### config.mk
export PLATFORM = sky130hd
export DESIGN_NAME = scaled_video_display_reader
export DESIGN_NICKNAME = d
export VERILOG_FILES = /design/src/rtl/scaled_video_display_reader.sv
export SDC_FILE = /design/constraint.sdc
export NUM_CORES = 1
export LEC_CHECK = 0
export CAP_MARGIN = 10
export CORE_MARGIN = 2
export CORE_UTILIZATION = 40
export CTS_CLUSTER_SIZE = 24
export DETAILED_ROUTE_END_ITERATION = 10
export PLACE_DENSITY = 0.68
export REMOVE_ABC_BUFFERS = 1
export SLEW_MARGIN = 20
export SYNTH_ARGS = -nofsm -noshare
export SYNTH_HDL_FRONTEND = slang
export SYNTH_SLANG_ARGS = --single-unit
### constraint.sdc
create_clock -name output_clk -period 6.5 [get_ports output_clk]
set_input_delay 0.65 -clock output_clk [delete_from_list [all_inputs] [get_ports output_clk]]
set_output_delay 0.65 -clock output_clk [all_outputs]
set_load 0.1 [all_outputs]
### src/rtl/scaled_video_display_reader.sv
// Display-side reader: raster timing, centred-window FIFO reads,
// background fill, per-frame output-FIFO reset and display vsync.
//
// Ports:
//   output_clk, sys_rst_n    pixel clock, async active-low reset
//   i_dst_w, i_dst_h         destination window size (latched per frame)
//   o_data_req               FIFO rd_en; i_data valid one cycle later
//   i_data, i_fifo_empty     FIFO read data and empty flag
//   o_fifo_o_rst             output-FIFO reset pulse (line V_ACTIVE)
//   o_disp_vsync             vsync to the processing controller
//   o_hs, o_vs, o_de, o_rgb  display timing and pixel, mutually aligned
//   o_underflow              sticky per frame: request issued while empty
module scaled_video_display_reader #(
    parameter int DATA_CHANNEL = 3,
    parameter int IMAGE_WIDTH  = 11,
    parameter int H_ACTIVE     = 1920,
    parameter int H_FP         = 88,
    parameter int H_SYNC       = 44,
    parameter int H_BP         = 148,
    parameter int V_ACTIVE     = 1080,
    parameter int V_FP         = 4,
    parameter int V_SYNC       = 5,
    parameter int V_BP         = 36,
    parameter logic [8*DATA_CHANNEL-1:0] BG_COLOR = '0,
    parameter int RST_CYCLES   = 16
) (
    input  logic                      output_clk,
    input  logic                      sys_rst_n,
    input  logic [IMAGE_WIDTH-1:0]    i_dst_w,
    input  logic [IMAGE_WIDTH-1:0]    i_dst_h,
    output logic                      o_data_req,
    input  logic [8*DATA_CHANNEL-1:0] i_data,
    input  logic                      i_fifo_empty,
    output logic                      o_fifo_o_rst,
    output logic                      o_disp_vsync,
    output logic                      o_hs,
    output logic                      o_vs,
    output logic                      o_de,
    output logic [8*DATA_CHANNEL-1:0] o_rgb,
    output logic                      o_underflow
);

    localparam int CW      = 12;
    localparam int H_TOTAL = H_ACTIVE + H_FP + H_SYNC + H_BP;
    localparam int V_TOTAL = V_ACTIVE + V_FP + V_SYNC + V_BP;

    localparam logic [CW-1:0] HA     = CW'(H_ACTIVE);
    localparam logic [CW-1:0] VA     = CW'(V_ACTIVE);
    localparam logic [CW-1:0] H_LAST = CW'(H_TOTAL - 1);
    localparam logic [CW-1:0] V_LAST = CW'(V_TOTAL - 1);
    localparam logic [CW-1:0] HS_BEG = CW'(H_ACTIVE + H_FP);
    localparam logic [CW-1:0] HS_END = CW'(H_ACTIVE + H_FP + H_SYNC);
    localparam logic [CW-1:0] VS_BEG = CW'(V_ACTIVE + V_FP);
    localparam logic [CW-1:0] VS_END = CW'(V_ACTIVE + V_FP + V_SYNC);
    localparam logic [CW-1:0] RST_N  = CW'(RST_CYCLES);

    logic [CW-1:0] h_cnt, v_cnt;
    logic [CW-1:0] h_nxt, v_nxt;

    logic [CW-1:0] w_in, h_in, w_clamp, h_clamp;
    logic [CW-1:0] x0_new, y0_new;
    logic [CW-1:0] w_q, h_q, x0_q, y0_q;
    logic [CW-1:0] w_eff, h_eff, x0_eff, y0_eff;

    logic frame_start, in_win, de_t, hs_t, vs_t;
    logic fifo_rst_d, armed;

    logic de_a, hs_a, vs_a;
    logic req_d, ok_d, de_d, hs_d, vs_d;

    always_comb begin
        h_nxt = h_cnt + CW'(1);
        v_nxt = v_cnt;
        if (h_cnt == H_LAST) begin
            h_nxt = '0;
            v_nxt = (v_cnt == V_LAST) ? '0 : v_cnt + CW'(1);
        end
    end

    assign frame_start = (h_cnt == '0) && (v_cnt == '0);

    assign w_in    = CW'(i_dst_w);
    assign h_in    = CW'(i_dst_h);
    assign w_clamp = (w_in > HA) ? HA : w_in;
    assign h_clamp = (h_in > VA) ? VA : h_in;
    assign x0_new  = (HA - w_clamp) >> 1;
    assign y0_new  = (VA - h_clamp) >> 1;

    // New geometry already applies in the frame-start cycle.
    assign w_eff  = frame_start ? w_clamp : w_q;
    assign h_eff  = frame_start ? h_clamp : h_q;
    assign x0_eff = frame_start ? x0_new  : x0_q;
    assign y0_eff = frame_start ? y0_new  : y0_q;

    assign in_win = (h_cnt >= x0_eff) && (h_cnt < x0_eff + w_eff)
                 && (v_cnt >= y0_eff) && (v_cnt < y0_eff + h_eff);

    assign de_t = (h_cnt < HA) && (v_cnt < VA);
    assign hs_t = (h_cnt >= HS_BEG) && (h_cnt < HS_END);
    assign vs_t = (v_cnt >= VS_BEG) && (v_cnt < VS_END);

    // Pulse is decoded from the next count so it lines up with the
    // counter cycles (0..RST_CYCLES-1, V_ACTIVE).
    assign fifo_rst_d = (v_nxt == VA) && (h_nxt < RST_N);

    assign o_disp_vsync = vs_a;

    always_ff @(posedge output_clk or negedge sys_rst_n) begin
        if (!sys_rst_n) begin
            h_cnt <= '0;
            v_cnt <= '0;
        end else begin
            h_cnt <= h_nxt;
            v_cnt <= v_nxt;
        end
    end

    always_ff @(posedge output_clk or negedge sys_rst_n) begin
        if (!sys_rst_n) begin
            w_q  <= '0;
            h_q  <= '0;
            x0_q <= '0;
            y0_q <= '0;
        end else if (frame_start) begin
            w_q  <= w_clamp;
            h_q  <= h_clamp;
            x0_q <= x0_new;
            y0_q <= y0_new;
        end
    end

    always_ff @(posedge output_clk or negedge sys_rst_n) begin
        if (!sys_rst_n) begin
            o_fifo_o_rst <= 1'b0;
            armed        <= 1'b0;
        end else begin
            o_fifo_o_rst <= fifo_rst_d;
            if (o_fifo_o_rst && !fifo_rst_d) begin
                armed <= 1'b1;
            end
        end
    end

    // Stage A: request and timing, one cycle after the counters.
    always_ff @(posedge output_clk or negedge sys_rst_n) begin
        if (!sys_rst_n) begin
            o_data_req <= 1'b0;
            de_a       <= 1'b0;
            hs_a       <= 1'b0;
            vs_a       <= 1'b0;
        end else begin
            o_data_req <= in_win && armed;
            de_a       <= de_t;
            hs_a       <= hs_t;
            vs_a       <= vs_t;
        end
    end

    always_ff @(posedge output_clk or negedge sys_rst_n) begin
        if (!sys_rst_n) begin
            o_underflow <= 1'b0;
        end else if (frame_start) begin
            o_underflow <= 1'b0;
        end else if (o_data_req && i_fifo_empty) begin
            o_underflow <= 1'b1;
        end
    end

    // Stage A delayed to meet the FIFO read latency.
    always_ff @(posedge output_clk or negedge sys_rst_n) begin
        if (!sys_rst_n) begin
            req_d <= 1'b0;
            ok_d  <= 1'b0;
            de_d  <= 1'b0;
            hs_d  <= 1'b0;
            vs_d  <= 1'b0;
        end else begin
            req_d <= o_data_req;
            ok_d  <= o_data_req && !i_fifo_empty;
            de_d  <= de_a;
            hs_d  <= hs_a;
            vs_d  <= vs_a;
        end
    end

    // Stage B: i_data belongs to the request two cycles back; an
    // underflowed request shows background instead of stale data.
    always_ff @(posedge output_clk or negedge sys_rst_n) begin
        if (!sys_rst_n) begin
            o_de  <= 1'b0;
            o_hs  <= 1'b0;
            o_vs  <= 1'b0;
            o_rgb <= '0;
        end else begin
            o_de  <= de_d;
            o_hs  <= hs_d;
            o_vs  <= vs_d;
            o_rgb <= (req_d && ok_d) ? i_data : BG_COLOR;
        end
    end

endmodule

Word level (Yosys, flattened, before mapping)
Index checks and enable logic that the tools add are counted.
- mux-type cells: 12
- $add $sub $neg: 6
- magnitude comparators: 13
- reductions and logical operators: 18
- eq/ne operators: 3
- operators by type and width (kind ; number):
    2-to-1 mux 12 bit ; 7
    less-than comparator 12 x 11 -> 1 bit (second input constant) ; 3
    adder 12 x 1 -> 12 bit (second input constant) ; 2
    adder 12 bit ; 2
    equality test 12 x 11 -> 1 bit (second input constant) ; 2
    >= comparator 12 x 11 -> 1 bit (second input constant) ; 2
    >= comparator 12 bit ; 2
    zero test 12 bit ; 2
    less-than comparator 12 bit ; 2
    2-to-1 mux 24 bit ; 1
    subtractor 11 x 11 -> 12 bit (first input constant) ; 2
    greater-than comparator 11 bit (second input constant) ; 2
    2-to-1 mux 11 bit ; 2
    logical AND 1 bit ; 13
    equality test 12 bit (second input constant) ; 1
    less-than comparator 12 bit (second input constant) ; 1
    less-than comparator 12 x 5 -> 1 bit (second input constant) ; 1
    zero test 1 bit ; 2
    2-to-1 mux 1 bit ; 2
    nonzero test 2 bit ; 1
- output and inout port bits: 31
- bits of input ports: 49
- register bits after elaboration: 111

Longest topological paths before layout
- word-level depth: 10
- gate-level depth with buffers: 31
- depth with buffers taken out: 27

Worst setup path before layout
Ideal clock, no wire load.
- path kind: register to output
- start point: reg v_cnt[0] (netlist name)
- end point: out o_data_req
- path buffers: 5
- data arrival time: 5596 ps
- data required time: 6434 ps
- stages on the path, launching flop included: 31
- path slack: 838 ps
- library setup time: 66 ps
- cell sequence: dfrtp_1 -> inv_1 -> ha_1 -> or3b_4 -> nand4b_4 -> or2_0 -> buf_2 -> clkbuf_1 -> clkbuf_1 -> buf_2 -> clkbuf_1 -> nand2_1 -> o21ai_0 -> ha_1 -> inv_1 -> fa_1 -> nor2b_1 -> o21a_1 -> or2_2 -> maj3_1 -> a221oi_1 -> o31ai_1 -> a21oi_1 -> xor2_1 -> ha_1 -> a21oi_1 -> o2111ai_1 -> a211o_1 -> a21oi_1 -> o2111ai_1 -> nand2_1
- RTL lines (what ; RTL line ; text):
    end: declaration ; 31 ; output logic o_data_req,

==> impl_metrics.json <==
{
  "cts_buffers": 9,
  "crit_family": "compound AO/OA/AOI/OAI gates",
  "grt_pass1_wl_um": 27500,
  "ir_drop_uv": 109,
  "final.period_utilization_pct": 89.9,
  "cts_tree": "done",
  "worstSkewPairLatency_ns": 0.36,
  "synth.top_cell.area_share_pct": 38.9,
  "regToRegStartpoint": "v_cnt[1]",
  "max_freq_ghz": 0.171,
  "area_growth_pct": 18.4,
  "ys_async_sr_fraction_pct": 100,
  "grt_max_degree": 73,
  "worstPathRequired_ns": 6.80,
  "crit_fanout": 5,
  "ctsHtreeMaxLevel": 3,
  "fillers": 1662,
  "syn_area_per_cell_um2": 9.32,
  "crit_path_start": "i_dst_h[3]",
  "critPathCaptureType": "flip-flop",
  "power_frac_seq_pct": 45.2,
  "crit_buf_inv": 2,
  "drt-pass1-iter-count": 4,
  "die_x_um": 138,
  "wl_um": 16500,
  "yosysTopAreaCell": "dfrtp_1",
  "cellInternalPower_w": 0.00112,
  "synth.area.top_cells": "dfrtp_1 (39%), ha_1 (12%), nand2_1 (4.9%), xnor2_1 (3.9%), o21ai_0 (3.4%)",
  "portBuffers": 79,
  "skew_ns": 0.0123,
  "cts_root_buf": "clkbuf_16",
  "die_area_um2": 18900,
  "grt.overflow.total": 0,
  "tightest_slew_ns": 0.991,
  "p_switching_w": 0.000459,
  "io_pins": 80,
  "dp_hpwl_um": 12500,
  "yosysSeqAreaShare_pct": 38.9,
  "postCtsHoldBufs": 0,
  "status": "completed",
  "clk_pin_slew_ns": 0.08,
  "rsz0062_at_grt": "no",
  "start_util_pct": 41.1,
  "grtUsageTotal_pct": 18.4,
  "synth-seq-cells": 111,
  "postCtsSetupBuffers": 0,
  "final_nets": 957,
  "cts_sinks": 111,
  "syn_area_um2": 7140,
  "max-cap-violations": 0,
  "avgRoutedWirePerCell_um": 15.5,
  "cpPeakStageDelay_ns": 0.56,
  "slew_viol_final": 0,
  "critPathSlowestCell": "clkdlybuf4s50_1",
  "synth_cell_type_count": 71,
  "hold_class": "in -> async",
  "core_um2": 17400,
  "ctsLongestPathBuffers": 2,
  "synth_flop_cell": "dfrtp_1",
  "worstSetupPathType": "in -> reg",
  "insertedDiodeCount": 0,
  "start_kind": "input port",
  "drc": 0,
  "gp_congestion": 0.847,
  "crit_arrival_ns": 6.15,
  "num_vias": 5787,
  "drive_gt1_share_pct": 5.82,
  "combPwrFrac_pct": 19.9,
  "synth_edf_count": 0,
  "p_per_area_nw_per_um2": 187,
  "syn_inst": 766,
  "grt_pass1_vias": 5643,
  "period_needed_ns": 5.85,
  "drt_iter0_markers": 415,
  "pwr-share-clk_pct": 34.8,
  "slew_headroom_pct": 33.7,
  "num_rows": 48,
  "leakage_nw": 4.06,
  "hold_violations": 0,
  "viasPerCell": 5.42,
  "ant_nets": 0,
  "swShare_pct": 29.0,
  "synth_warnings": 0,
  "antenna_found_initial": 0,
  "power.total_w": 0.00158,
  "post_cts_resized": 0,
  "final.setup.tns_ns": 0,
  "fp.dieH_um": 138,
  "finalSetupViolCount": 0
}
layer usage:
layer / global-route usage [%] / vias up / routed length [µm]
met5: 0 / - / 0
met4: 6.76 / 0 / 294
met1: 25.4 / 2766 / 8010
li1: - / 2880 / -
met3: 2.76 / 19 / 688
met2: 29.4 / 122 / 7550
power by group through the flow:
| stage | Clock [W] | Sequential [W] | Combinational [W] |
|---|---|---|---|
| after floorplan | 0 | 0.000728 | 0.000210 |
| after global placement | 0 | 0.000729 | 0.000311 |
| after detailed placement | 0 | 0.000730 | 0.000316 |
| after CTS | 0.000566 | 0.000716 | 0.000319 |
| after global routing | 0.000593 | 0.000718 | 0.000363 |
| final | 0.000551 | 0.000716 | 0.000316 |
state kept, by name, indices dropped and copies added, names as in the netlist, 12 cells and up:
name / flops
h_cnt: 12
h_q: 12
o_rgb: 24
v_cnt: 12
w_q: 12
x0_q: 12
y0_q: 12
path summary, 6_finish.rpt:
check | end | slack (ns) | cells past startpoint
worst max-delay path | o_data_req | 0.65 | 29
worst min-delay path | o_disp_vsync | 0.26 | 1
worst max register to register | o_data_req | 0.69 | 27
worst min register to register | o_vs | 0.35 | 0
max in group asynchronous | o_underflow | 4.94 | 2
min in group output_clk | o_vs | 0.35 | 0
Yosys cell counts (6+ instances only):
library cell and instances:
a211oi_1 12, a21o_1 17, a21oi_1 30, a31oi_1 6, and3_1 37, and4_1 6, clkbuf_1 24, dfrtp_1 111
ha_1 69, inv_1 37, nand2_1 94, nand2b_1 9, nand3_1 13, nor2_1 44, nor2b_1 8, nor3_1 20
o21a_1 9, o21ai_0 49, o31ai_1 6, xnor2_1 32, xor2_1 25
kinds of logic after synthesis:
logic type | count (synthesis) | share of synthesized area, %
XOR/XNOR | 57 | 6.99
AO/OA/AOI/OAI | 182 | 17.2
adder cells (fa/ha/maj) | 75 | 13.2
flip-flops | 111 | 38.9
AND/OR/NAND/NOR | 269 | 19.5
buffers and inverters | 72 | 4.14
stage by stage:
stage                     hold WS (ns)  instance area (µm²)  std cells  utilization [%]  setup WS, ns
final                            0.257                 8450       1067             48.7         0.654
after global placement           0.333                 8170       1051             47.1         0.517
after detailed placement         0.336                 8170       1051             47.1         0.333
after global routing             0.297                 8450       1067             48.7        0.0232
after CTS                        0.273                 8450       1067             48.7         0.676
after floorplan                  0.331                 6990        732                -        -0.408
final cells by class:
| cell class | count | area, µm² | area share, % |
|---|---|---|---|
| inverters | 38 | 143 | 1.69 |
| well taps | 225 | 282 | 3.33 |
| flip-flops and latches | 111 | 2780 | 32.9 |
| multi-input cells | 583 | 4070 | 48.1 |
| clock buffers | 10 | 229 | 2.71 |
| clock inverters | 6 | 56.3 | 0.666 |
| repair buffers | 94 | 901 | 10.7 |
cells in the final DEF (no fill, tap or decap), drive strengths merged, types with 6 or more instances in the layout:
cell           netlist  layout
a211oi              12      12
a21o                17      17
a21oi               30      30
a31oi                6       6
and3                37      37
and4                 6       6
buf                 10      16
clkbuf              24      10
clkdlybuf4s50        0      78
dfrtp              111     111
ha                  69      69
inv                 38      43
nand2               94      94
nand2b               9       9
nand3               13      13
nor2                44      44
nor2b                8       8
nor3                21      21
o21a                 9       9
o21ai               50      50
o31ai                6       6
xnor2               32      32
xor2                25      25
Power figures use the tool's default switching activity.
